### src/rtl/ascon_patch_sched_pkg.sv
// rtl/ascon_patch_sched_pkg.sv - shared encodings, state and request types for the ASCON patch scheduler
package ascon_patch_sched_pkg;

  localparam int PATCH_SEL_BITS = 3;

  // Same values the core uses for ctrl_transfer_insn_in_id
  typedef enum logic [1:0] {
    BRANCH_NONE = 2'b00,
    BRANCH_JAL  = 2'b01,
    BRANCH_JALR = 2'b10,
    BRANCH_COND = 2'b11
  } branch_e;

  typedef enum logic [PATCH_SEL_BITS-1:0] {
    PATCH_NULL = 3'd0,
    PATCH_ID   = 3'd1,
    PATCH_IF   = 3'd2,
    PATCH_EX   = 3'd3,
    PATCH_TRAP = 3'd4
  } patch_sel_e;

  typedef struct packed {
    patch_sel_e sel;
    logic       prev_addr;
    logic       destplus8;
  } patch_req_t;

  typedef enum logic [1:0] {
    ST_RESET,
    ST_WAIT_DISC,
    ST_JUMP_IN_ID_WAIT,
    ST_BRANCH_IN_ID
  } sched_state_e;

  function automatic patch_req_t f_mk_req(input patch_sel_e sel, input logic prev_addr,
                                          input logic destplus8);
    patch_req_t r;
    r.sel       = sel;
    r.prev_addr = prev_addr;
    r.destplus8 = destplus8;
    return r;
  endfunction

endpackage

### src/rtl/ascon_patch_sched_if.sv
// rtl/ascon_patch_sched_if.sv - patch request handshake between scheduler and ASCON datapath
interface ascon_patch_sched_if #(
  parameter int PATCH_SEL_W = 3
);
  logic                   patch_valid_o;
  logic                   patch_ready_i;
  logic [PATCH_SEL_W-1:0] patch_sel_o;
  logic                   patch_prev_addr_en_o;

  modport master (
    output patch_valid_o,
    output patch_sel_o,
    output patch_prev_addr_en_o,
    input  patch_ready_i
  );

  modport slave (
    input  patch_valid_o,
    input  patch_sel_o,
    input  patch_prev_addr_en_o,
    output patch_ready_i
  );
endinterface

### src/rtl/ascon_patch_sched_fifo.sv
// rtl/ascon_patch_sched_fifo.sv - sync FIFO of patch requests; drops pushes while full and flags it
module ascon_patch_sched_fifo
  import ascon_patch_sched_pkg::*;
#(
  parameter int  DEPTH = 4,
  localparam int CNT_W = $clog2(DEPTH + 1)
) (
  input  logic             clk,
  input  logic             rst,
  input  logic             i_push,
  input  patch_req_t       i_req,
  input  logic             i_pop,
  output patch_req_t       o_head,
  output logic [CNT_W-1:0] o_count,
  output logic             o_full,
  output logic             o_empty,
  output logic             o_overflow
);
  localparam int PTR_W = $clog2(DEPTH);

  patch_req_t       r_mem [DEPTH];
  logic [PTR_W-1:0] r_wr_ptr;
  logic [PTR_W-1:0] r_rd_ptr;
  logic [CNT_W-1:0] r_count;
  logic             r_overflow;
  logic             w_pop;
  logic             w_push;

  // Explicit wrap keeps non-power-of-2 depths correct
  function automatic logic [PTR_W-1:0] f_inc(input logic [PTR_W-1:0] p);
    return (p == PTR_W'(DEPTH - 1)) ? '0 : p + PTR_W'(1);
  endfunction

  assign o_empty = (r_count == '0);
  assign o_full  = (r_count == CNT_W'(DEPTH));
  assign w_pop   = i_pop && !o_empty;
  assign w_push  = i_push && (!o_full || w_pop);

  always_ff @(posedge clk) begin
    if (w_push) r_mem[r_wr_ptr] <= i_req;
  end

  always_ff @(posedge clk) begin
    if (rst) begin
      r_wr_ptr   <= '0;
      r_rd_ptr   <= '0;
      r_count    <= '0;
      r_overflow <= 1'b0;
    end else begin
      if (w_push) r_wr_ptr <= f_inc(r_wr_ptr);
      if (w_pop)  r_rd_ptr <= f_inc(r_rd_ptr);
      if (w_push && !w_pop)      r_count <= r_count + CNT_W'(1);
      else if (w_pop && !w_push) r_count <= r_count - CNT_W'(1);
      if (i_push && !w_push)     r_overflow <= 1'b1;
    end
  end

  assign o_head     = r_mem[r_rd_ptr];
  assign o_count    = r_count;
  assign o_overflow = r_overflow;

endmodule

### src/rtl/ascon_patch_sched.sv
// rtl/ascon_patch_sched.sv - detects control transfers and traps, queues them and issues patches to ASCON
module ascon_patch_sched
  import ascon_patch_sched_pkg::*;
#(
  parameter int FIFO_DEPTH  = 4,
  parameter int CS_DELAY    = 1,
  parameter int PATCH_SEL_W = 3
) (
  input  logic                              clk_core_slow_i,
  input  logic                              rst_i,
  input  logic [1:0]                        ctrl_transfer_insn_in_id_i,
  input  logic                              branch_in_ex_i,
  input  logic                              branch_decision_i,
  input  logic                              pc_set_i,
  input  logic                              redirection_in_id_i,
  input  logic                              trap_taken_i,
  ascon_patch_sched_if.master               patch_if,
  output logic                              sel_state_init_o,
  output logic                              clk_ascon_fast_cnt_init_o,
  output logic                              clk_ascon_fast_cnt_en_o,
  output logic                              sel_addr_redirected_o,
  output logic                              apply_patch_cs_o,
  output logic                              en_apply_patch_cs_destplus8_o,
  output logic                              halt_id_o,
  output logic                              fifo_overflow_o,
  output logic [$clog2(FIFO_DEPTH+1)-1:0]   pending_cnt_o
);
  localparam int CNT_W = $clog2(FIFO_DEPTH + 1);

  sched_state_e     r_state;
  sched_state_e     w_next;
  sched_state_e     w_dec_next;
  branch_e          w_ctrl;
  logic             w_jump;
  logic             w_dec_detect;
  logic             w_detect;
  logic             w_redir;
  patch_req_t       w_jump_req;
  patch_req_t       w_req;
  patch_req_t       w_head;
  logic [CNT_W-1:0] w_count;
  logic             w_full;
  logic             w_empty;
  logic             w_valid;
  logic             w_pop;

  assign w_ctrl = branch_e'(ctrl_transfer_insn_in_id_i);
  assign w_jump = (w_ctrl == BRANCH_JAL) || (w_ctrl == BRANCH_JALR);

  always_comb begin
    w_jump_req = f_mk_req(PATCH_IF, 1'b0, 1'b0);
    if (w_ctrl == BRANCH_JAL) w_jump_req.sel = PATCH_ID;
    w_jump_req.prev_addr = (w_ctrl == BRANCH_JALR) && redirection_in_id_i;
  end

  // Decode of the ID-stage instruction, shared by WAIT_DISC and a not-taken branch
  always_comb begin
    w_dec_next   = ST_WAIT_DISC;
    w_dec_detect = 1'b0;
    case (w_ctrl)
      BRANCH_COND: w_dec_next = ST_BRANCH_IN_ID;
      BRANCH_JAL, BRANCH_JALR: begin
        if (pc_set_i) w_dec_detect = 1'b1;
        else          w_dec_next   = ST_JUMP_IN_ID_WAIT;
      end
      default: ;
    endcase
  end

  always_comb begin
    w_next   = r_state;
    w_detect = 1'b0;
    w_req    = w_jump_req;
    case (r_state)
      ST_RESET: if (pc_set_i) w_next = ST_WAIT_DISC;
      ST_WAIT_DISC: begin
        w_next   = w_dec_next;
        w_detect = w_dec_detect;
      end
      ST_JUMP_IN_ID_WAIT: if (pc_set_i && w_jump) begin
        w_detect = 1'b1;
        w_next   = ST_WAIT_DISC;
      end
      ST_BRANCH_IN_ID: if (branch_in_ex_i) begin
        if (branch_decision_i) begin
          w_detect = 1'b1;
          w_req    = f_mk_req(PATCH_EX, 1'b0, 1'b1);
          w_next   = ST_WAIT_DISC;
        end else begin
          w_next   = w_dec_next;
          w_detect = w_dec_detect;
        end
      end
      default: w_next = ST_RESET;
    endcase
    w_redir = w_detect && w_req.prev_addr;
    // A trap overrides whatever else was detected this cycle
    if ((r_state != ST_RESET) && trap_taken_i) begin
      w_detect = 1'b1;
      w_req    = f_mk_req(PATCH_TRAP, 1'b0, 1'b0);
      w_next   = ST_WAIT_DISC;
      w_redir  = 1'b0;
    end
  end

  always_ff @(posedge clk_core_slow_i) begin
    if (rst_i) r_state <= ST_RESET;
    else       r_state <= w_next;
  end

  ascon_patch_sched_fifo #(
    .DEPTH (FIFO_DEPTH)
  ) u_fifo (
    .clk        (clk_core_slow_i),
    .rst        (rst_i),
    .i_push     (w_detect),
    .i_req      (w_req),
    .i_pop      (w_pop),
    .o_head     (w_head),
    .o_count    (w_count),
    .o_full     (w_full),
    .o_empty    (w_empty),
    .o_overflow (fifo_overflow_o)
  );

  assign w_valid = !w_empty;
  assign w_pop   = w_valid && patch_if.patch_ready_i;

  assign patch_if.patch_valid_o        = w_valid;
  assign patch_if.patch_sel_o          = w_valid ? PATCH_SEL_W'(w_head.sel) : PATCH_SEL_W'(PATCH_NULL);
  assign patch_if.patch_prev_addr_en_o = w_valid && w_head.prev_addr;

  assign sel_state_init_o          = (r_state == ST_RESET);
  assign clk_ascon_fast_cnt_init_o = (r_state == ST_RESET);
  assign clk_ascon_fast_cnt_en_o   = (r_state != ST_RESET);
  assign sel_addr_redirected_o     = w_redir;
  assign halt_id_o                 = w_full || (w_count == CNT_W'(FIFO_DEPTH - 1));
  assign pending_cnt_o             = w_count;

  generate
    if (CS_DELAY == 0) begin : g_cs_comb
      assign apply_patch_cs_o              = w_pop;
      assign en_apply_patch_cs_destplus8_o = w_pop && w_head.destplus8;
    end else begin : g_cs_pipe
      logic [CS_DELAY-1:0] r_apply;
      logic [CS_DELAY-1:0] r_dp8;
      always_ff @(posedge clk_core_slow_i) begin
        if (rst_i) begin
          r_apply <= '0;
          r_dp8   <= '0;
        end else begin
          r_apply[0] <= w_pop;
          r_dp8[0]   <= w_pop && w_head.destplus8;
          for (int i = 1; i < CS_DELAY; i++) begin
            r_apply[i] <= r_apply[i-1];
            r_dp8[i]   <= r_dp8[i-1];
          end
        end
      end
      assign apply_patch_cs_o              = r_apply[CS_DELAY-1];
      assign en_apply_patch_cs_destplus8_o = r_dp8[CS_DELAY-1];
    end
  endgenerate

endmodule

### src/flat_wrapper.sv
// flat-port wrapper written by rule: the top's interface ports become plain ports
module ascon_patch_sched_flat import ascon_patch_sched_pkg::*;
#(
  parameter int FIFO_DEPTH  = 4,
  parameter int CS_DELAY    = 1,
  parameter int PATCH_SEL_W = 3
)
  (clk_core_slow_i, rst_i, ctrl_transfer_insn_in_id_i, branch_in_ex_i, branch_decision_i, pc_set_i, redirection_in_id_i, trap_taken_i, sel_state_init_o, clk_ascon_fast_cnt_init_o, clk_ascon_fast_cnt_en_o, sel_addr_redirected_o, apply_patch_cs_o, en_apply_patch_cs_destplus8_o, halt_id_o, fifo_overflow_o, pending_cnt_o, patch_if_patch_valid_o, patch_if_patch_sel_o, patch_if_patch_prev_addr_en_o, patch_if_patch_ready_i);
  ascon_patch_sched_if #(.PATCH_SEL_W(PATCH_SEL_W)) patch_if_i ();
  input  logic clk_core_slow_i;
  input  logic rst_i;
  input  logic [1:0] ctrl_transfer_insn_in_id_i;
  input  logic branch_in_ex_i;
  input  logic branch_decision_i;
  input  logic pc_set_i;
  input  logic redirection_in_id_i;
  input  logic trap_taken_i;
  output logic sel_state_init_o;
  output logic clk_ascon_fast_cnt_init_o;
  output logic clk_ascon_fast_cnt_en_o;
  output logic sel_addr_redirected_o;
  output logic apply_patch_cs_o;
  output logic en_apply_patch_cs_destplus8_o;
  output logic halt_id_o;
  output logic fifo_overflow_o;
  output logic [$clog2(FIFO_DEPTH+1)-1:0] pending_cnt_o;
  output wire logic [$bits(patch_if_i.patch_valid_o)-1:0] patch_if_patch_valid_o;
  output wire logic [$bits(patch_if_i.patch_sel_o)-1:0] patch_if_patch_sel_o;
  output wire logic [$bits(patch_if_i.patch_prev_addr_en_o)-1:0] patch_if_patch_prev_addr_en_o;
  input wire logic [$bits(patch_if_i.patch_ready_i)-1:0] patch_if_patch_ready_i;
  assign patch_if_patch_valid_o = patch_if_i.patch_valid_o;
  assign patch_if_patch_sel_o = patch_if_i.patch_sel_o;
  assign patch_if_patch_prev_addr_en_o = patch_if_i.patch_prev_addr_en_o;
  assign patch_if_i.patch_ready_i = patch_if_patch_ready_i;
  ascon_patch_sched #(.FIFO_DEPTH(FIFO_DEPTH), .CS_DELAY(CS_DELAY), .PATCH_SEL_W(PATCH_SEL_W)) u_core (.clk_core_slow_i(clk_core_slow_i), .rst_i(rst_i), .ctrl_transfer_insn_in_id_i(ctrl_transfer_insn_in_id_i), .branch_in_ex_i(branch_in_ex_i), .branch_decision_i(branch_decision_i), .pc_set_i(pc_set_i), .redirection_in_id_i(redirection_in_id_i), .trap_taken_i(trap_taken_i), .patch_if(patch_if_i), .sel_state_init_o(sel_state_init_o), .clk_ascon_fast_cnt_init_o(clk_ascon_fast_cnt_init_o), .clk_ascon_fast_cnt_en_o(clk_ascon_fast_cnt_en_o), .sel_addr_redirected_o(sel_addr_redirected_o), .apply_patch_cs_o(apply_patch_cs_o), .en_apply_patch_cs_destplus8_o(en_apply_patch_cs_destplus8_o), .halt_id_o(halt_id_o), .fifo_overflow_o(fifo_overflow_o), .pending_cnt_o(pending_cnt_o));
endmodule
### config.mk
export PLATFORM = sky130hd
export DESIGN_NAME = ascon_patch_sched_flat
export DESIGN_NICKNAME = d
export VERILOG_FILES = /design/src/rtl/ascon_patch_sched_pkg.sv /design/src/rtl/ascon_patch_sched_if.sv /design/src/rtl/ascon_patch_sched_fifo.sv /design/src/rtl/ascon_patch_sched.sv /design/src/flat_wrapper.sv
export SDC_FILE = /design/constraint.sdc
export NUM_CORES = 1
export LEC_CHECK = 0
export ABC_AREA = 1
export CAP_MARGIN = 20
export CORE_MARGIN = 4
export CORE_UTILIZATION = 28
export DETAILED_ROUTE_END_ITERATION = 8
export DONT_BUFFER_PORTS = 1
export HOLD_SLACK_MARGIN = 0.05
export PLACE_DENSITY = 0.43
export SYNTH_ARGS = -nofsm -noshare
export SYNTH_HDL_FRONTEND = slang
export SYNTH_SLANG_ARGS = --single-unit
### constraint.sdc
create_clock -name clk_core_slow_i -period 2.53 [get_ports clk_core_slow_i]
set_clock_uncertainty 0.1 [all_clocks]
set_input_delay 0.506 -clock clk_core_slow_i [delete_from_list [all_inputs] [get_ports clk_core_slow_i]]
set_output_delay 0.506 -clock clk_core_slow_i [all_outputs]
set_load 0.1 [all_outputs]
Word-level counts from Yosys, hierarchy flattened

Memory sizes are Yosys's and may differ from the RTL's. A register that Yosys moved wholly into a read port is not among the register bits.
Cells that the tools add are included.
W data, S select, Z words.

$add $sub $neg: 4
Multiplexer cells: 30
Reduce and logical (&&, ||, !) cells: 27
Shift operators: 0
Divide/modulo/power cells: 0
Equality and inequality tests: 16
$mul: 0
$lt $le $gt $ge: 0
Bitwise gates (word level): 0

Operator list:

| cell                  | count |
|---|---|
| $mux W2               | 10 |
| $mux W5               | 3 |
| $eq A2 B2 Y1 const B  | 6 |
| $logic_and A1 B1 Y1   | 12 |
| $mux W1               | 10 |
| $mux W3               | 3 |
| $pmux W2 S4           | 1 |
| $ne A3 B2 Y1 const B  | 2 |
| $reduce_and A3 Y1     | 2 |
| $add A2 B1 Y2 const B | 2 |
| $eq A2 B1 Y1 const B  | 2 |
| $logic_not A1 Y1      | 4 |
| $mux W4               | 1 |
| $ne A2 B2 Y1 const B  | 2 |
| $pmux W2 S2           | 1 |
| $reduce_bool A2 Y1    | 2 |
| $reduce_or A2 Y1      | 2 |
| $add A3 B1 Y3 const B | 1 |
| $eq A3 B2 Y1 const B  | 1 |
| $eq A3 B3 Y1 const B  | 1 |
| $logic_not A3 Y1      | 1 |
| $logic_or A1 B1 Y1    | 3 |
| $ne A3 B1 Y1 const B  | 1 |
| $pmux W1 S3           | 1 |
| other kinds (3)       | 3 |

Bits in latches: 0
Register bits after elaboration: 12
RAM bits: 20
Memory bits (read-only): 0
Memories kept: 1
Word-level logic and storage cells: 86
Input bits: 10

Memory list:

| memory              | depth | bits a word | read ports | clocked after memory_dff | write ports | line                         | source |
|---|---|---|---|---|---|---|---|
| u_core.u_fifo.r_mem | 4     | 5           | 1          | 1                        | 1           | ascon_patch_sched_fifo.sv:21 | `patch_req_t r_mem [DEPTH];` |

Longest topological paths before layout

Gate-level depths: netlist of the first run.

Word-level depth: 12
Gate-level depth with buffers: 15
Gate-level depth less buffers: 15

Hierarchy

Synthesis of the first run repeated with hierarchy kept, for this count alone.

Cell total of the unflattened synthesis: 188
Area, all modules: 1,706.6 sq um

Modules (own cells, without submodules):

| module                 | seq. area each (sq um) | area each (sq um) | times used | cells an instance |
|---|---|---|---|---|
| ascon_patch_sched_fifo | 800.8                  | 1,285.0           | 1          | 122 |
| ascon_patch_sched      | 80.1                   | 421.7             | 1          | 66 |

Least setup slack after synthesis of the first run

Ideal clock, no wire load.

Path type: flip-flop to output port
Start: register u_core.r_state[0]
End: output sel_addr_redirected_o
Path buffers: 0
Path slack: -1.643 ns
Cell stages (with the launch flop): 6
Data required time: 1.924 ns
Arrival time: 3.567 ns
Cell sequence: dfxtp_1 > nor2_2 > inv_4 > nand2_4 > inv_2 > nor4_2

Elaborated cells on any way between the ends: 9

RTL lines:

| what                        | line                     | source |
|---|---|---|
| from (decl)                 | ascon_patch_sched.sv:30  | `sched_state_e r_state;` |
| from (signal assigned)      | ascon_patch_sched.sv:108 | `else r_state <= w_next;` |
| $reduce_bool A2 Y1          | -                        |  |
| via clk_ascon_fast_cnt_en_o | flat_wrapper.sv:20       | `output logic clk_ascon_fast_cnt_en_o;` |
| $logic_and A1 B1 Y1         | ascon_patch_sched.sv:98  | `if ((r_state != ST_RESET) && trap_taken_i) begin` |
| $mux W1                     | ascon_patch_sched.sv:98  |  |
| to (decl)                   | flat_wrapper.sv:21       | `output logic sel_addr_redirected_o;` |

The timed path passes the listed nets, and every way through them passes these cells.

==> reports/qor.yml, run 1 <==
clock_network:
  holdBufCountCts: 0
  cts_sinks: 34
  clk_latency_ns: 0.28
  cts_buffers: 5
  htreeDepth: 2
  cts_max_path_buffers: 2
  root_buffer: "clkbuf_8"
  clk_pin_slew_ns: 0.06
  tritoncts: "built"
synthesis:
  synth_seq_cells: 34
  synth_nets: 200
  syn_avg_cell_area_um2: 9.23
  async_flop_share: 0
  synth_top_area_frac: 0.363
  postSynthCellCount: 179
  synth_edf_count: 20
  netlist_top_cells_area: "edfxtp_1 (36%), dfxtp_1 (17%), nor2_1 (8.4%)"
  synth_top_family_by_area: "simple AND/OR/NAND/NOR gates"
  yosys.area_share.simple: 0.200
  synthMuxAreaShare: 0
  netlist.top_cell.by_area: "edfxtp_1"
  ys_types: 25
  synth_area_um2: 1650
  ys_seq_area_frac: 0.533
  synth-main-ff-cell: "edfxtp_1"
  synth_xor_area_frac: 0
  synthMostInstantiatedCell: "nor2_1"
  synth_adder_area_share: 0.0878
  synthTopCellsByCount: "nor2_1 (37), inv_1 (24), edfxtp_1 (20)"
  yosysWarningCount: 0
  synth-compound-area-share: 0.109
placement:
  dp_cells: 269
  place_area_um2: 1960
  dp_hpwl_um: 2670
  io_buffers: 0
  place_congestion: 0.759
sta:
  slew_viol_final: 0
  final-hold-violation-count: 0
  worst_slew_pin_slew_ns: 0.545
  period_needed_ns: 2.35
  setup_viol: 0
  grt_setup_unrepaired: "no"
  period_share: 0.927
  max_freq_ghz: 0.426
  setup_tns_ns: 0
  maxSlewHeadroom: 0.639
  hold_ws_ns: 0.183
route:
  route.met3.wl_um: 185
  ant_nets: 0
  first_iter_violations: 38
  avgRoutedWirePerCell_um: 12.2
  drt_wl_total_um: 3360
  wl_met2_um: 1680
  met1Wirelength_um: 1430
  first_pass_iters: 4
  via_per_inst: 4.45
  vias: 1229
  drc_errors: 0
  routed.top_layer: "met4"
critical_path:
  endpoint_kind: "output pin"
  worstPathArrival_ns: 1.74
  critical_path_required_ns: 1.92
  critPathMaxFanout: 11
  cp-start-kind: "register"
  worstSetupPathType: "reg -> out"
pwr:
  p_sw_w: 0.00139
  power_w: 0.00261
  clockPowerShare: 0.149
  p_int_w: 0.00123
  seqPwrFrac: 0.297
  vdd_drop_max_uv: 500
  swShare: 0.531
  power_density_nw_per_um2: 1280
  leakage_nw: 0.841
  p_comb_frac: 0.554
die:
  core_area_um2: 5610
  rows: 27
  io_pins: 26
  die_width_um: 84.8
  die_area_um2: 7200
  die_y_um: 84.8
  start_util: 0.295
min_path:
  hp-class: "in -> reg"
final_layout:
  drive_gt1_frac: 0.230
  design_area_um2: 2050
  fin_nets: 225
  diodes: 0
  fin_cells: 276
  fillerInstances: 593
  synthToLayoutAreaGrowth_pct: 23.9
grt:
  track_usage: 0.102
  antenna_found_initial: 0
  grt_pass1_vias: 1289
  grt_remaining_overflow: 0
  grt_max_degree: 12
  grt_pass1_wl_um: 5820
status:
  status: "finished, final reports clean"
flow_run:
  drv_cap: 0
-- final cells by class --
class                   instances  area (um^2)  share of cell area
repair buffers                 20          163              0.0794
multi-input cells             116          708               0.346
inverters                      27          114              0.0556
flip-flops and latches         34          887               0.433
clock buffers                   7         86.3              0.0422
well taps                      72         90.1              0.0440
-- registers in the layout, summed over array words and instances, names as in the netlist, named ones only --
signal                                cells
u_core.u_fifo.r_mem                      20
u_core.u_fifo.o_count                     3
u_core.r_state                            2
u_core.u_fifo.r_rd_ptr                    2
u_core.u_fifo.r_wr_ptr                    2
u_core.apply_patch_cs_o                   1
u_core.en_apply_patch_cs_destplus8_o      1
u_core.u_fifo.o_overflow                  1
-- kinds of logic (layout without fill, tap and decap cells) --
| kind of cell | Yosys count | count (layout) |
|---|---|---|
| flops | 34 | 34 |
| buf+inv | 29 | 54 |
| fa+ha+maj | 11 | 11 |
| simple gates | 71 | 71 |
| compound gates | 34 | 34 |
-- timing repair --
action                     CTS  global route
setup endpoints to repair    0             1
resized for setup            0             1
buffers inserted             0             0
-- power groups by stage --
stage | Sequential, W | Combinational (W) | Clock (W)
2_1_floorplan | 0.000967 | 0.00100 | 0
4_1_cts | 0.000779 | 0.00146 | 0.000408
6_report | 0.000777 | 0.00145 | 0.000390
5_1_grt | 0.000793 | 0.00154 | 0.000435
3_5_place_dp | 0.000791 | 0.00146 | 0
3_3_place_gp | 0.000785 | 0.00145 | 0
-- routing by layer --
layer	track usage	up-vias
met4	0.0417	0
met2	0.176	25
met5	0	-
li1	-	636
met3	0.0359	6
met1	0.114	562
-- per-stage QoR --
step                      worst slack, ns   util
after floorplan                    -0.376      -
after global placement             0.0628  0.350
after detailed placement          0.00673  0.350
after CTS                           0.118  0.365
after global routing               0.0111  0.365
final                               0.185  0.365
-- final timing paths --
check                                               start                         to  slack, ns  cells after the start
worst max-delay path                             register    patch_if_patch_sel_o[0]       0.18                      4
worst min-delay path                                rst_i          u_core.r_state[0]       0.18                      1
worst max register to register   u_core.u_fifo.o_count[1]   u_core.u_fifo.o_count[2]       0.32                     10
worst min register to register  u_core.u_fifo.r_rd_ptr[1]  u_core.u_fifo.r_rd_ptr[1]       0.39                      2
-- critical path, stage by stage, from the launching register on --
cell,delay (ns)
dfxtp_1,0.55
inv_1,0.24
o21ai_0,0.35
a21oi_4,0.09
buf_4,0.24
-- cells in the final DEF (no fill, tap or decap), drive strengths merged --
master / count
ha: 10
nor4: 1
a21oi: 15
nand3: 10
o21a: 1
fa: 1
a21boi: 1
nand2: 19
buf: 20
a31oi: 1
nor2: 38
nor3: 3
inv: 27
dfxtp: 14
o21ai: 16
edfxtp: 20
clkbuf: 7
Power figures use the tool's default switching activity.
==> inputs of run 2 (changes only) <==
--- a/config.mk
+++ b/config.mk
@@ -9,6 +9,7 @@
 export CAP_MARGIN = 20
 export CORE_MARGIN = 4
 export CORE_UTILIZATION = 28
+export CTS_BUF_LIST = sky130_fd_sc_hd__clkbuf_16
 export DETAILED_ROUTE_END_ITERATION = 8
 export DONT_BUFFER_PORTS = 1
 export HOLD_SLACK_MARGIN = 0.05
==> run 2 against run 1 <==
Against the previous run:
- critical path depth unchanged
- fmax fell by 0.25%
- combinational power barely moved
- largest power group unchanged
==> reports/qor.yml, run 2 (same netlist as run 1, synthesis figures left out) <==
status:
  status: "finished, final reports clean"  # unchanged
final_layout:
  drive_gt1_frac: 0.225  # was 0.230
  design_area_um2: 2090  # was 2050 um^2
  diodes: 0  # unchanged
  largest_reg_flops: 20  # unchanged
  synthToLayoutAreaGrowth_pct: 26.7  # was 23.9%
  layout_commonest_cell: "nor2_1"  # unchanged
  layout_common_cells: "nor2_1 (37), inv_1 (25), edfxtp_1 (20)"  # was nor2_1 (37), inv_1 (24), edfxtp_1 (20)
  fin_nets: 225  # unchanged
  top_register: "u_core.u_fifo.r_mem"  # unchanged
sta:
  period_share: 0.929  # was 0.927
  hold_ws_ns: 0.192  # was 0.183 ns
  maxSlewHeadroom: 0.639  # unchanged
  period_needed_ns: 2.35  # about the same
  setup_tns_ns: 0  # unchanged
  max_freq_ghz: 0.425  # was 0.426 GHz
  final-hold-violation-count: 0  # unchanged
  setup_viol: 0  # unchanged
  slew_viol_final: 0  # unchanged
  worst_slew_pin_slew_ns: 0.545  # unchanged
  grt_setup_unrepaired: "no"  # unchanged
clock_network:
  postCtsSetupBuffers: 0  # unchanged
  cts_max_path_buffers: 2  # unchanged
  clk_latency_ns: 0.27  # was 0.28 ns
  clk_pin_slew_ns: 0.05  # was 0.06 ns
  cts_sinks: 34  # unchanged
  htreeDepth: 2  # unchanged
  root_buffer: "clkbuf_16"  # was clkbuf_8
  holdBufCountCts: 0  # unchanged
  tritoncts: "built"  # unchanged
  cts_resized: 0  # unchanged
  cts_buffers: 5  # unchanged
grt:
  grt_remaining_overflow: 0  # unchanged
  grt_pass1_wl_um: 5860  # was 5820 um
  grt_max_degree: 12  # unchanged
  track_usage: 0.103  # was 0.102
  antenna_found_initial: 0  # unchanged
  grt_pass1_vias: 1282  # was 1289
pwr:
  p_sw_w: 0.00141  # was 0.00139 W
  power_density_nw_per_um2: 1330  # was 1280 nW/um^2
  leakage_nw: 0.865  # was 0.841 nW
  power_w: 0.00278  # was 0.00261 W
  p_int_w: 0.00137  # was 0.00123 W
  vdd_drop_max_uv: 517  # was 500 uV
  seqPwrFrac: 0.280  # was 0.297
  clockPowerShare: 0.197  # was 0.149
  swShare: 0.508  # was 0.531
  p_comb_frac: 0.523  # was 0.554
route:
  drc_errors: 0  # unchanged
  first_pass_iters: 4  # unchanged
  avgRoutedWirePerCell_um: 12.3  # was 12.2 um
  drt_wl_total_um: 3410  # was 3360 um
  vias: 1241  # was 1229
  first_iter_violations: 28  # was 38
  via_per_inst: 4.50  # was 4.45
  ant_nets: 0  # unchanged
placement:
  dp_hpwl_um: 2670  # unchanged
  place_area_um2: 1960  # unchanged
  io_buffers: 0  # unchanged
  place_congestion: 0.759  # unchanged
critical_path:
  critical_path_required_ns: 1.92  # about the same
  critical_path.max_stage_delay_ns: 0.54  # was 0.55 ns
  crit_slowest_cell: "dfxtp_1"  # unchanged
  worstPathArrival_ns: 1.75  # was 1.74 ns
  worstSetupPathType: "reg -> out"  # unchanged
  critical_path.cell_chain: "inv_1 -> o21ai_0 -> a21oi_4 -> buf_4"  # unchanged
  cp-start-kind: "register"  # unchanged
  critPathMaxFanout: 11  # unchanged
  endpoint_kind: "output pin"  # unchanged
die:
  die_width_um: 84.8  # unchanged
  die_y_um: 84.8  # unchanged
  core_area_um2: 5610  # unchanged
  start_util: 0.295  # unchanged
  rows: 27  # unchanged
  io_pins: 26  # unchanged
  die_area_um2: 7200  # unchanged
flow_run:
  drv_cap: 0  # unchanged
min_path:
  hp-class: "in -> reg"  # unchanged
## run 2: cell count changes in the layout (fill, tap and decap cells not counted)
cell	before	now
clkbuf_8	6	0
clkinv_1	0	1
clkbuf_1	1	0
o21ai_0	14	15
o21ai_1	1	0
inv_1	24	25
clkbuf_16	0	5
## run 2: worst paths after layout
path,end,slack [ns],cells after the start,start
max,patch_if_patch_prev_addr_en_o,0.18,4,register
min,u_core.r_state[0],0.19,1,rst_i
max reg2reg,u_core.u_fifo.o_count[2],0.30,10,u_core.u_fifo.o_count[1]
min reg2reg,u_core.u_fifo.r_rd_ptr[1],0.39,2,u_core.u_fifo.r_rd_ptr[1]
## run 2: layout make-up
| cell class | instances | area (um^2) |
|---|---|---|
| Clock buffer | 5 | 125 |
| Clock inverter | 2 | 7.51 |
| Fill cell | 590 | 3510 |
| Inverter | 27 | 114 |
| Multi-Input combinational cell | 116 | 708 |
| Sequential cell | 34 | 887 |
| Tap cell | 72 | 90.1 |
| Timing Repair Buffer | 20 | 163 |
## run 2: stage by stage
step | worst slack, ns | utilization | std cells
after CTS | 0.137 | 0.373 | 276
final | 0.179 | 0.373 | 276
after global placement | 0.0628 | 0.350 | 269
after global routing | 0.0122 | 0.373 | 276
after floorplan | -0.376 | - | 179
after detailed placement | 0.00673 | 0.350 | 269
## run 2: power by group through the flow
| stage | sequential [W] | clock (W) | combinational [W] |
|---|---|---|---|
| after floorplan | 0.000967 | 0 | 0.00100 |
| after detailed placement | 0.000791 | 0 | 0.00146 |
| after CTS | 0.000780 | 0.000560 | 0.00147 |
| final | 0.000778 | 0.000546 | 0.00145 |
| after global placement | 0.000785 | 0 | 0.00145 |
| after global routing | 0.000793 | 0.000592 | 0.00154 |
## run 2: critical path: cells and delay by family (launching register included)
| kind | cells | cell delay (ns) |
|---|---|---|
| buffers and inverters | 2 | 0.48 |
| AO/OA/AOI/OAI | 2 | 0.46 |
| flip-flops | 1 | 0.54 |
## run 2: routing by layer
| layer | up-vias | global-route usage | part of all wire |
|---|---|---|---|
| li1 | 637 | - | - |
| met2 | 24 | 0.179 | 0.50 |
| met5 | - | 0 | 0 |
| met1 | 575 | 0.113 | 0.43 |
| met4 | 0 | 0.0360 | 0.015 |
| met3 | 5 | 0.0408 | 0.055 |
==> inputs of run 3 (changes only) <==
--- a/config.mk
+++ b/config.mk
@@ -7,13 +7,15 @@
 export LEC_CHECK = 0
 export ABC_AREA = 1
 export CAP_MARGIN = 20
+export CELL_PAD_IN_SITES_DETAIL_PLACEMENT = 1
+export CELL_PAD_IN_SITES_GLOBAL_PLACEMENT = 1
 export CORE_MARGIN = 4
 export CORE_UTILIZATION = 28
 export CTS_BUF_LIST = sky130_fd_sc_hd__clkbuf_16
 export DETAILED_ROUTE_END_ITERATION = 8
 export DONT_BUFFER_PORTS = 1
 export HOLD_SLACK_MARGIN = 0.05
-export PLACE_DENSITY = 0.43
+export PLACE_DENSITY = 0.53
 export SYNTH_ARGS = -nofsm -noshare
 export SYNTH_HDL_FRONTEND = slang
 export SYNTH_SLANG_ARGS = --single-unit
==> run 3 against run 2 <==
Against the previous run:
- sequential cell count unchanged
- global-route usage increased by 1.3 points
- non-clock buffer count increased by 1
- sequential power decreased by 1%
- largest cell class unchanged
==> reports/qor.yml, run 3 (same netlist as run 1, synthesis figures left out) <==
final_layout:
  top_register: "u_core.u_fifo.r_mem"  # unchanged
  largest_reg_flops: 20  # unchanged
  fin_nets: 226  # was 225
  synthToLayoutAreaGrowth_pct: 27.7  # was 26.7%
  drive_gt1_frac: 0.238  # was 0.225
  fin_cells: 278  # was 276
  layout_commonest_cell: "nor2_1"  # unchanged
  diodes: 0  # unchanged
  layout_common_cells: "nor2_1 (37), inv_1 (24), buf_4 (20), edfxtp_1 (20)"  # was nor2_1 (37), inv_1 (25), edfxtp_1 (20)
clock_network:
  postCtsSetupBuffers: 0  # unchanged
  cts_max_path_buffers: 2  # unchanged
  htreeDepth: 2  # unchanged
  clk_latency_ns: 0.27  # about the same
  cts_buffers: 5  # unchanged
  tritoncts: "built"  # unchanged
  cts_resized: 0  # unchanged
  cts_sinks: 34  # unchanged
  clk_pin_slew_ns: 0.06  # was 0.05 ns
  root_buffer: "clkbuf_16"  # unchanged
  holdBufCountCts: 0  # unchanged
die:
  die_y_um: 84.8  # unchanged
  die_width_um: 84.8  # unchanged
  core_area_um2: 5610  # unchanged
  rows: 27  # unchanged
  die_area_um2: 7200  # unchanged
  start_util: 0.295  # unchanged
  io_pins: 26  # unchanged
pwr:
  p_int_w: 0.00138  # was 0.00137 W
  p_sw_w: 0.00146  # was 0.00141 W
  swShare: 0.514  # was 0.508
  power_density_nw_per_um2: 1340  # was 1330 nW/um^2
  clockPowerShare: 0.202  # was 0.197
  p_comb_frac: 0.527  # was 0.523
  seqPwrFrac: 0.272  # was 0.280
  vdd_drop_max_uv: 696  # was 517 uV
  leakage_nw: 0.870  # was 0.865 nW
status:
  status: "finished, final reports clean"  # unchanged
min_path:
  hp-class: "in -> reg"  # unchanged
grt:
  antenna_found_initial: 0  # unchanged
  grt_remaining_overflow: 0  # unchanged
  grt_pass1_vias: 1356  # was 1282
  grt_max_degree: 12  # unchanged
  track_usage: 0.116  # was 0.103
  grt_pass1_wl_um: 6510  # was 5860 um
route:
  drt_wl_total_um: 3950  # was 3410 um
  drc_errors: 0  # unchanged
  vias: 1266  # was 1241
  first_pass_iters: 4  # unchanged
  via_per_inst: 4.55  # was 4.50
  first_iter_violations: 50  # was 28
  avgRoutedWirePerCell_um: 14.2  # was 12.3 um
  ant_nets: 0  # unchanged
critical_path:
  critical_path_required_ns: 1.92  # about the same
  worstSetupPathType: "in -> out"  # was reg -> out
  ff2ff_setup_slack_ns: 0.30  # about the same
  cp-start-kind: "primary input"  # was register
  critPathMaxFanout: 3  # was 11
  worstPathArrival_ns: 1.72  # was 1.75 ns
  endpoint_kind: "output pin"  # unchanged
sta:
  max_freq_ghz: 0.430  # was 0.425 GHz
  maxSlewHeadroom: 0.640  # was 0.639
  final-hold-violation-count: 0  # unchanged
  grt_setup_unrepaired: "no"  # unchanged
  period_needed_ns: 2.32  # was 2.35 ns
  hold_ws_ns: 0.191  # was 0.192 ns
  fin_ws_ns: 0.207  # was 0.179 ns
  slew_viol_final: 0  # unchanged
  worst_slew_pin_slew_ns: 0.545  # about the same
  setup_viol: 0  # unchanged
  period_share: 0.918  # was 0.929
placement:
  io_buffers: 0  # unchanged
  dp_hpwl_um: 3180  # was 2670 um
  pre_cts_ws_ns: -0.0323  # was 0.00673 ns
  place_congestion: 0.769  # was 0.759
  dp_cells: 270  # was 269
flow_run:
  drv_cap: 0  # unchanged
run 3: cell type report:
class / instances / area, um^2
clock buffer: 5 / 125
clock inverter: 3 / 16.3
fill: 683 / 3500
inverter: 27 / 114
multi-input combinational: 116 / 708
sequential: 34 / 887
tap: 72 / 90.1
timing repair buffer: 21 / 170
run 3: power groups by stage:
stage | clock [W] | combinational, W | sequential, W
2_1_floorplan | 0 | 0.00100 | 0.000967
3_3_place_gp | 0 | 0.00148 | 0.000778
3_5_place_dp | 0 | 0.00151 | 0.000782
4_1_cts | 0.000593 | 0.00151 | 0.000771
5_1_grt | 0.000613 | 0.00160 | 0.000782
6_report | 0.000571 | 0.00149 | 0.000769
run 3: path summary, 6_finish.rpt:
path / startpoint / cells after the start / end
min: rst_i / 1 / u_core.r_state[0]
max: ctrl_transfer_insn_in_id_i[0] / 8 / sel_addr_redirected_o
max reg2reg: u_core.r_state[1] / 13 / u_core.u_fifo.o_count[2]
min reg2reg: u_core.u_fifo.r_rd_ptr[0] / 2 / u_core.u_fifo.r_rd_ptr[0]
run 3: worst max-delay path, stage by stage:
cell	delay (ns)
inv_1	0.04
ha_1	0.29
nand2_1	0.07
nand2_1	0.08
nand3_2	0.10
buf_4	0.16
nor4_4	0.25
buf_12	0.21
run 3: layer usage:
metal / up-vias / global-route usage / wire, um
met4: 0 / 0.0460 / 44
met3: 4 / 0.0262 / 133
met5: - / 0 / 0
met2: 19 / 0.209 / 2090
met1: 601 / 0.133 / 1680
li1: 642 / - / -
run 3: per-stage QoR:
step                power, W  area [um^2]   util  setup TNS, ns
floorplan            0.00197         1720      -         -0.421
global placement     0.00226         1970  0.351              0
detailed placement   0.00229         1970  0.351        -0.0323
CTS                  0.00288         2110  0.376              0
global route         0.00299         2110  0.376              0
finish               0.00283         2110  0.376              0
